$ cat src/rtl/adder_seq_chunked.sv
// Multi-cycle WIDTH-bit add/subtract unit that handles CHUNK bits per clock and carries between chunks in a register.
// Optional signed-overflow output is enabled with the ADDER_SEQ_OVF_EN macro.
module adder_seq_chunked #(
  parameter int WIDTH = 16,
  parameter int CHUNK = 4
) (
  input  logic             clk,
  input  logic             rst,
  input  logic             start,
  input  logic             sub,
  input  logic [WIDTH-1:0] a,
  input  logic [WIDTH-1:0] b,
  input  logic             cin,
  output logic             busy,
  output logic             done,
  output logic [WIDTH-1:0] sum,
  output logic             cout
`ifdef ADDER_SEQ_OVF_EN
  ,
  output logic             ovf
`endif
);

  localparam int NCH  = WIDTH / CHUNK;
  localparam int IDXW = (NCH > 1) ? $clog2(NCH) : 1;

  typedef enum logic [1:0] {
    IDLE,
    RUN,
    DONE
  } state_t;

  state_t state, state_next;

  logic [WIDTH-1:0] op_a, op_b, res, res_next;
  logic             carry;
  logic [IDXW-1:0]  idx;
  logic [CHUNK:0]   chunk_full;
  logic             accept, last;

  assign busy   = (state == RUN);
  assign done   = (state == DONE);
  assign accept = start && ((state == IDLE) || (state == DONE));
  assign last   = (idx == IDXW'(NCH - 1));

  // Operands shift right so the active chunk always sits in the low CHUNK bits.
  always_comb begin
    chunk_full = {1'b0, op_a[CHUNK-1:0]} + {1'b0, op_b[CHUNK-1:0]} + {{CHUNK{1'b0}}, carry};
    res_next   = res >> CHUNK;
    res_next[WIDTH-1 -: CHUNK] = chunk_full[CHUNK-1:0];
  end

  always_comb begin
    state_next = state;
    case (state)
      IDLE:    if (start) state_next = RUN;
      RUN:     if (last) state_next = DONE;
      DONE:    state_next = start ? RUN : IDLE;
      default: state_next = IDLE;
    endcase
  end

  always_ff @(posedge clk) begin
    if (rst) state <= IDLE;
    else     state <= state_next;
  end

  always_ff @(posedge clk) begin
    if (rst) begin
      op_a  <= '0;
      op_b  <= '0;
      res   <= '0;
      carry <= 1'b0;
      idx   <= '0;
      sum   <= '0;
      cout  <= 1'b0;
`ifdef ADDER_SEQ_OVF_EN
      ovf   <= 1'b0;
`endif
    end else if (accept) begin
      // Subtraction is a + ~b + ~borrow, so the carry register starts inverted.
      op_a  <= a;
      op_b  <= sub ? ~b : b;
      carry <= sub ? ~cin : cin;
      idx   <= '0;
    end else if (state == RUN) begin
      op_a  <= op_a >> CHUNK;
      op_b  <= op_b >> CHUNK;
      carry <= chunk_full[CHUNK];
      res   <= res_next;
      idx   <= idx + IDXW'(1);
      if (last) begin
        sum  <= res_next;
        cout <= chunk_full[CHUNK];
`ifdef ADDER_SEQ_OVF_EN
        // Carry into the MSB is recovered from the MSB sum bit and its operand bits.
        ovf  <= op_a[CHUNK-1] ^ op_b[CHUNK-1] ^ chunk_full[CHUNK-1] ^ chunk_full[CHUNK];
`endif
      end
    end
  end

endmodule

$ cat config.mk
export PLATFORM = sky130hd
export DESIGN_NAME = adder_seq_chunked
export DESIGN_NICKNAME = d
export VERILOG_FILES = /design/src/rtl/adder_seq_chunked.sv
export SDC_FILE = /design/constraint.sdc
export NUM_CORES = 1
export LEC_CHECK = 0
export BUFFER_PORTS_ARGS = -buffer_cell sky130_fd_sc_hd__buf_2
export CAP_MARGIN = 25
export CORE_UTILIZATION = 55
export CTS_CLUSTER_DIAMETER = 50
export DETAILED_ROUTE_END_ITERATION = 10
export PLACE_DENSITY = 0.8
export SLEW_MARGIN = 40
export SYNTH_ARGS = -nofsm -noshare
export SYNTH_HDL_FRONTEND = slang
export SYNTH_SLANG_ARGS = --single-unit
$ cat constraint.sdc
create_clock -name clk -period 4.1 [get_ports clk]
set_input_delay 0.82 -clock clk [delete_from_list [all_inputs] [get_ports clk]]
set_output_delay 0.82 -clock clk [all_outputs]
set_load 0.03 [all_outputs]
==> results of run 1 <==
[power groups by stage]
stage | Sequential [mW] | Clock [mW] | Combinational, mW
2_1_floorplan | 0.700 | 0 | 0.116
3_3_place_gp | 0.703 | 0 | 0.147
3_5_place_dp | 0.705 | 0 | 0.152
4_1_cts | 0.690 | 0.507 | 0.152
5_1_grt | 0.694 | 0.540 | 0.170
6_report | 0.691 | 0.493 | 0.150
[path summary, 6_finish.rpt]
| path | endpoint | startpoint | cells after the start |
|---|---|---|---|
| max | busy | state[0] | 3 |
| min | sum[1] | sum[1] | 2 |
| min reg2reg | sum[1] | sum[1] | 2 |
| max reg2reg | cout | state[0] | 5 |
[stage by stage]
step | instances | hold slack [ns] | instance area [um2] | setup slack, ns
floorplan | 314 | 0.432 | 2760 | 2.38
global placement | 415 | 0.442 | 3000 | 1.84
detailed placement | 415 | 0.443 | 3010 | 1.83
CTS | 431 | 0.452 | 3190 | 1.69
global route | 431 | 0.469 | 3190 | 1.58
finish | 431 | 0.449 | 3190 | 1.72
[final cells by class]
type                            instances  area (um2)  area share, %
Clock buffer                           14         173           5.42
Clock inverter                          2        10.0          0.314
Inverter                                4        17.5          0.549
Multi-Input combinational cell        220        1280           40.2
Sequential cell                        66        1320           41.4
Tap cell                               67        83.8           2.63
Timing Repair Buffer                   58         300           9.42
[critical path, delay by kind of cell (launching register included)]
family	cells	cell delay (ns)
AND/OR/NAND/NOR	1	0.16
flip-flops	1	0.40
buffers and inverters	2	0.66
[flip-flops by register name (all words and copies together), names as in the netlist]
register	count
op_a	16
op_b	16
sum	16
res	12
idx	2
state	2
carry	1
cout	1
[cell usage in the layout, fill, tap and decap left out]
cell type	synthesis	final
a2111oi_1	2	2
a211oi_1	2	2
a21o_1	1	1
a21oi_1	39	39
a21oi_2	10	10
a22oi_1	31	31
and2_4	1	1
and3_1	1	1
buf_2	9	54
buf_4	5	4
clkbuf_1	5	2
clkbuf_8	0	12
clkinv_2	0	2
dfxtp_1	66	66
fa_1	2	2
ha_1	4	4
inv_1	3	3
inv_4	1	1
mux2i_1	1	1
nand2_1	73	73
nand2b_4	1	1
nand3_1	2	2
nor2_1	17	17
nor2_2	1	1
nor2b_1	2	2
nor2b_2	1	1
nor3_1	6	6
o21a_1	1	1
o21ai_0	2	2
or3_1	1	1
xnor2_1	4	4
xor2_1	15	15
[cell families after synthesis]
group                    after synthesis  share of synthesized area [%]
adder cells (fa/ha/maj)                6                           3.27
buffers and inverters                 28                           5.54
multiplexers                           1                          0.363
flip-flops                            66                           47.9
XOR/XNOR                              19                           6.04
AND/OR/NAND/NOR                      106                           16.0
AO/OA/AOI/OAI                         88                           20.9
[routing by layer]
metal	vias to the layer above	GRT usage, %	share of wire [%]
li1	1156	-	-
met4	0	7.19	1.3
met1	1067	24.7	44
met3	7	8.43	4.3
met5	-	0	0
met2	50	39.4	50
==> flow_metrics.tcl, run 1 <==
set metrics [dict create \
    gp_congestion 0.742 \
    ir_drop_uv 276 \
    fin_util_pct 66.6 \
    syn_area_um2 2760 \
    ys_top_cells_by_area "dfxtp_1, nand2_1, a22oi_1" \
    die_x_um 72.8 \
    hold_violations 0 \
    async_flop_share_pct 0 \
    synth_most_common_cell "nand2_1" \
    slew_violations 0 \
    cp_data_required_time_ns 3.28 \
    grtUsageTotal_pct 22.3 \
    finalClockSkew_ns 0.00383 \
    ant_nets 0 \
    post_cts.repair.setup_buffers 0 \
    synthFlopType "dfxtp_1" \
    synth_cell_types 32 \
    netlist.area_leader.share_pct 47.9 \
    postRouteWirelength_um 5210 \
    power_switching_mw 0.334 \
    portBuffers 55 \
    yosysSeqAreaShare_pct 47.9 \
    power_leakage_nw 1.28 \
    vias 2280 \
    combPwrFrac_pct 11.3 \
    ys_warn_count 0 \
    drc 0 \
    worst_pin_slew_ns 0.567 \
    maxCapViolations 0 \
    critPathLaunchType "flip-flop" \
    hold_path_class "reg -> reg" \
    clockRootBuffer "clkbuf_8" \
    vias_per_cell 5.29 \
    rows 25 \
    die_y_um 72.8 \
    cts_tree "yes" \
    first_iter_violations 149 \
    finalSetupTns_ns 0 \
    setup_viol 0 \
    htree_levels 3 \
    grt_overflow 0 \
    initial_utilization_pct 57.6 \
    seq_power_share_pct 51.8 \
    fillers 437 \
    synth_seq_cells 66 \
    core_um2 4790 \
    boundaryPins 56 \
    slew_headroom_pct 62.1 \
    cp_slowest_stage_delay_ns 0.40 \
    crit_path_cell_trace "nand2b_4 > inv_4 > buf_2" \
    dr.pass1.iters 4 \
    cp_max_fo 44 \
    cp_data_arrival_time_ns 1.56 \
    rsz0062_at_grt "false" \
    cts_made_buffers 9 \
    r2r_slack_ns 2.18 \
    cts_resized 0 \
    p_per_area_nw_per_um2 419 \
    syn_nets 357 \
    synth.avg_cell_area_um2 8.78 \
    die_area_um2 5300 \
    grt_max_degree 54 \
    synth_cells 314 \
    area_delta_synth_final_pct 15.7 \
    crit_type "reg -> out" \
    fmax_ghz 0.421 \
    p_int_mw 1.00 \
    synth_area_leader_cell "dfxtp_1" \
    antenna_found_initial 0 \
    first_global_vias 2130 \
    synth_edf_count 0 \
    antenna_cells 0 \
    clockBufferDepth 2 \
    finalCriticalPeriod_ns 2.38 \
    period_share_pct 58.0 \
    cts.clk_slew.worst_paths_ns 0.06 \
    p_total_mw 1.33 \
    drive_above_1_share_pct 23.9 \
    synthTopCellsByCount "nand2_1, dfxtp_1, a21oi_1" \
    clkSinkCount 66 \
    hold_buffers 0 \
    netSwitchingFraction_pct 25.1 \
    fin_nets 402 \
    routedWlPerCell_um 12.1 \
    clock_latency_ns 0.34 \
    crit_path_top_delay_cell "dfxtp_1" \
    grt_pass1_wl_um 9030 \
    worst_setup_path_end_kind "primary output" \
    clock_power_share_pct 37.0 \
    outcome "finished, final reports clean" \
    hpwlAfterDp_um 3450 \
]
Power figures use the tool's default switching activity.
==> run 2, diff against run 1 <==
- CORE_UTILIZATION: 55 -> 54
- PLACE_DENSITY: 0.8 -> 0.79
- clock period: 4.1 -> 2.34 ns (I/O delays scaled with it)
==> flow_metrics.tcl, run 2 (synthesized netlist as in run 1, its figures left out) <==
set metrics [dict create \
    outcome "finished, final reports clean" \
    htree_levels 3 \
    routedWlPerCell_um 12.3 \
    fin_util_pct 66.9 \
    crit-reg2reg-capture "cout" \
    worst_pin_slew_ns 0.766 \
    boundaryPins 56 \
    clockRootBuffer "clkbuf_8" \
    die_x_um 73.4 \
    portBuffers 55 \
    clock_latency_ns 0.34 \
    antenna_found_initial 0 \
    route.met3.wl_um 298 \
    fillers 426 \
    whs_ns 0.376 \
    slew_headroom_pct 49.0 \
    cp_max_fo 27 \
    fin_nets 402 \
    stdcell_area_um2 3220 \
    period_share_pct 82.1 \
    power_leakage_nw 1.29 \
    worst_slack_ns 0.418 \
    rr_worst_depth 5 \
    die_y_um 73.4 \
    crit_path_top_delay_cell "dfxtp_1" \
    final_common_cell "nand2_1" \
    hp-start "a[13]" \
    hold_buffers 0 \
    place_ws_ns 0.486 \
    critPathLaunchType "flip-flop" \
    grtUsageTotal_pct 22.1 \
    antenna_cells 0 \
    worst_setup_path_end_kind "primary output" \
    finalCriticalPeriod_ns 1.92 \
    cts.clk_slew.worst_paths_ns 0.07 \
    hold_violations 0 \
    whs_endpoint "op_a[13]" \
    reg_top3 "op_a x16, op_b x16, sum x16" \
    grt_overflow 0 \
    ant_nets 0 \
    clockBufferDepth 2 \
    hold_path_class "in -> reg" \
    cp_data_required_time_ns 1.87 \
    top_layer "met4" \
    met2_length_um 2550 \
    dr.pass1.iters 5 \
    vias 2284 \
    hold_depth 3 \
    drive_above_1_share_pct 24.0 \
    crit_start "state[0]" \
    met1Wirelength_um 2330 \
    fmax_ghz 0.520 \
    grt_pass1_wl_um 8950 \
    crit_type "reg -> out" \
    rsz0062_at_grt "false" \
    first_iter_violations 123 \
    rows 25 \
    finalSetupTns_ns 0 \
    final_cell_mix "nand2_1, dfxtp_1, buf_2" \
    ir_drop_uv 581 \
    first_global_vias 2041 \
    maxCapViolations 0 \
    p_per_area_nw_per_um2 762 \
    die_area_um2 5390 \
    r2r-start "state[0]" \
    vias_per_cell 5.31 \
    cts_resized 0 \
    setup_viol 0 \
    finalClockSkew_ns 0.00570 \
    grt_max_degree 44 \
    cp_slowest_stage_delay_ns 0.41 \
    cts_made_buffers 9 \
    gp_congestion 0.784 \
    area_delta_synth_final_pct 17.0 \
    initial_utilization_pct 57.2 \
    r2r_slack_ns 0.51 \
    clkSinkCount 66 \
    drc 0 \
    hpwlAfterDp_um 3500 \
    core_um2 4820 \
    post_cts.repair.setup_buffers 0 \
    critical_path.top_delay_family "buffers and inverters" \
    crit_path_cell_trace "nand2b_4 > inv_4 > buf_2" \
    worst-path-buf-inv 2 \
    cts_tree "yes" \
    cp_data_arrival_time_ns 1.45 \
    slew_violations 0 \
    placed_area_um2 3020 \
    postRouteWirelength_um 5300 \
]
==> run 2: layer usage <==
metal / vias to the layer above / global-route usage [%]
met5: - / 0
met4: 0 / 9.19
met2: 69 / 35.8
met1: 1048 / 25.8
met3: 12 / 9.05
li1: 1155 / -
==> run 2: report_power, final <==
part | internal (mW) | switching (mW)
Sequential | 1.18 | 0.0320
Clock | 0.572 | 0.405
Combinational | 0.109 | 0.161
==> run 2: final cells by class <==
type / count / area (um2) / area share (%)
Sequential cell: 66 / 1320 / 41.0
Multi-Input combinational cell: 220 / 1290 / 39.9
Timing Repair Buffer: 58 / 310 / 9.62
Clock buffer: 13 / 169 / 5.24
Tap cell: 67 / 83.8 / 2.60
Clock inverter: 2 / 35.0 / 1.09
Inverter: 4 / 17.5 / 0.543
==> run 2: how the worst max path moves through the flow <==
| stage | slack, ns | endpoint | cells past startpoint |
|---|---|---|---|
| after floorplan | 0.81 | res[15] | 5 |
| after global placement | 0.28 | carry | 5 |
| after detailed placement | 0.49 | cout | 5 |
| after CTS | 0.40 | busy | 3 |
| after global routing | 0.30 | cout | 5 |
| final | 0.42 | busy | 3 |
==> run 2: worst min-delay path, cell delays in order <==
cell,delay [ns]
buf_2,0.07
a22oi_1,0.06
nor2_1,0.07
==> run 2: per-stage QoR <==
step,cells,total power [mW]
2_1_floorplan,314,1.43
3_5_place_dp,415,1.51
3_3_place_gp,415,1.50
6_report,430,2.46
4_1_cts,430,2.47
5_1_grt,430,2.56
==> run 3, diff against run 2 <==
- CORE_UTILIZATION: 54 -> 49
- PLACE_DENSITY: 0.79 -> 0.75
- clock period: 2.34 -> 1.6 ns (I/O delays scaled with it)
==> flow_metrics.tcl, run 3 (synthesized netlist as in run 1, its figures left out) <==
set metrics [dict create \
    fmax_ghz 0.616 \
    grtUsageTotal_pct 20.7 \
    worst_slack_ns -0.0222 \
    p_per_area_nw_per_um2 1160 \
    finalSetupTns_ns -0.0294 \
    portBuffers 55 \
    finalCriticalPeriod_ns 1.62 \
    die_y_um 77 \
    final_cell_mix "nand2_1, dfxtp_1, buf_2" \
    ant_nets 0 \
    fin_nets 411 \
    rows 26 \
    worst_setup_path_end_kind "flip-flop" \
    dr.pass1.iters 4 \
    crit_type "reg -> reg" \
    maxCapViolations 0 \
    outcome "complete, but fails checks" \
    p_int_mw 2.97 \
    cp_data_required_time_ns 1.83 \
    vias_per_cell 5.30 \
    grtUsageMet1_pct 24.5 \
    combPwrFrac_pct 11.4 \
    p_total_mw 3.95 \
    setup_viol 2 \
    netSwitchingFraction_pct 24.7 \
    slew_violations 0 \
    clockBufferDepth 2 \
    cp_slowest_stage_delay_ns 0.39 \
    antenna_found_initial 0 \
    drive_above_1_share_pct 29.2 \
    core_um2 5270 \
    postRouteWirelength_um 5800 \
    die_area_um2 5930 \
    crit_path_cell_trace "fa_2 > inv_1 > fa_2 > nor2b_1 > o21a_1 > o21ai_1 > a21oi_1" \
    power_switching_mw 0.976 \
    drc 0 \
    worst-path-buf-inv 1 \
    finalClockSkew_ns 0.00860 \
    seq_power_share_pct 44.9 \
    period_share_pct 101 \
    cpMostUsedCell "fa_2" \
    hpwlAfterDp_um 3710 \
    cp_max_fo 2 \
    boundaryPins 56 \
    grt_max_degree 32 \
    rsz0062_at_grt "true" \
    clock_latency_ns 0.34 \
    whs_ns 0.228 \
    cp_data_arrival_time_ns 1.85 \
    antenna_cells 0 \
    hold_violations 0 \
    area_delta_synth_final_pct 23.4 \
    cts.clk_slew.worst_paths_ns 0.08 \
    ir_drop_uv 840 \
    grt-busiest-layer "met2" \
    final_common_cell "nand2_1" \
    gp_congestion 0.774 \
    worst_pin_slew_ns 0.353 \
    reg_top3 "op_a x16, op_b x16, sum x16" \
    first_global_vias 2183 \
    clock_power_share_pct 43.8 \
    initial_utilization_pct 52.3 \
    htree_levels 3 \
    clockRootBuffer "clkbuf_8" \
    grtUsageMet3_pct 4.88 \
    hold_path_class "in -> reg" \
    crit_path_top_delay_cell "fa_2" \
    critPathLaunchType "flip-flop" \
    violations "negative setup slack" \
    cts_made_buffers 9 \
    first_iter_violations 115 \
    place_ws_ns -0.0169 \
    grt_overflow 0 \
    vias 2348 \
    post_cts.repair.setup_buffers 0 \
    grt_pass1_wl_um 9700 \
    power_leakage_nw 1.37 \
    cts_tree "yes" \
    die_x_um 77 \
    slew_headroom_pct 76.5 \
    critical_path.top_delay_family "adder cells" \
    routedWlPerCell_um 13.1 \
    clkSinkCount 66 \
    met2_usage_pct 34.7 \
]
==> run 3: per-stage QoR <==
stage                     instances  util [%]  cell area [um2]
after floorplan                 314         -             2760
after global placement          427      59.0             3110
after detailed placement        427      59.0             3110
after CTS                       443      64.0             3370
after global routing            443      64.5             3400
final                           443      64.5             3400
==> run 3: path summary, 6_finish.rpt <==
check	start	endpoint	slack, ns	depth (start not counted)
setup / recovery	op_a[0]	carry	-0.02	7
hold reg to reg	sum[0]	sum[0]	0.45	2
hold / removal	a[13]	op_a[13]	0.23	3
setup reg to reg	op_a[0]	carry	-0.02	7
==> run 3: layer usage <==
| metal | part of all wire, % | routed length (um) |
|---|---|---|
| met5 | 0 | 0 |
| met4 | 1.7 | 99 |
| met2 | 49 | 2850 |
| met1 | 44 | 2570 |
| met3 | 4.7 | 275 |
==> run 3: worst reg2reg max path, delay by kind of cell, from the launching register on <==
family	cells	cell delay, ns
adder cells (fa/ha/maj)	2	0.61
AO/OA/AOI/OAI	3	0.41
flip-flops	1	0.33
buffers and inverters	1	0.10
AND/OR/NAND/NOR	1	0.06
==> run 3: power groups by stage <==
stage,Combinational (mW),Clock [mW],Sequential (mW)
floorplan,0.297,0,1.79
global placement,0.418,0,1.80
detailed placement,0.426,0,1.80
CTS,0.438,1.76,1.77
global route,0.498,1.82,1.78
finish,0.448,1.73,1.77
==> run 3: what timing repair did <==
| action | in CTS | in global routing |
|---|---|---|
| pin swaps | 0 | 2 |
| hold buffers | 0 | 0 |
| setup endpoints to repair | 8 | 7 |
| resized for setup | 3 | 9 |
==> run 3: layout make-up <==
type                            instances  area [um2]
Timing Repair Buffer                   67         403
Clock buffer                            9         124
Inverter                                4        17.5
Clock inverter                          7         125
Multi-Input combinational cell        220        1320
Sequential cell                        66        1330
Fill cell                             470        1870
Tap cell                               70        87.6
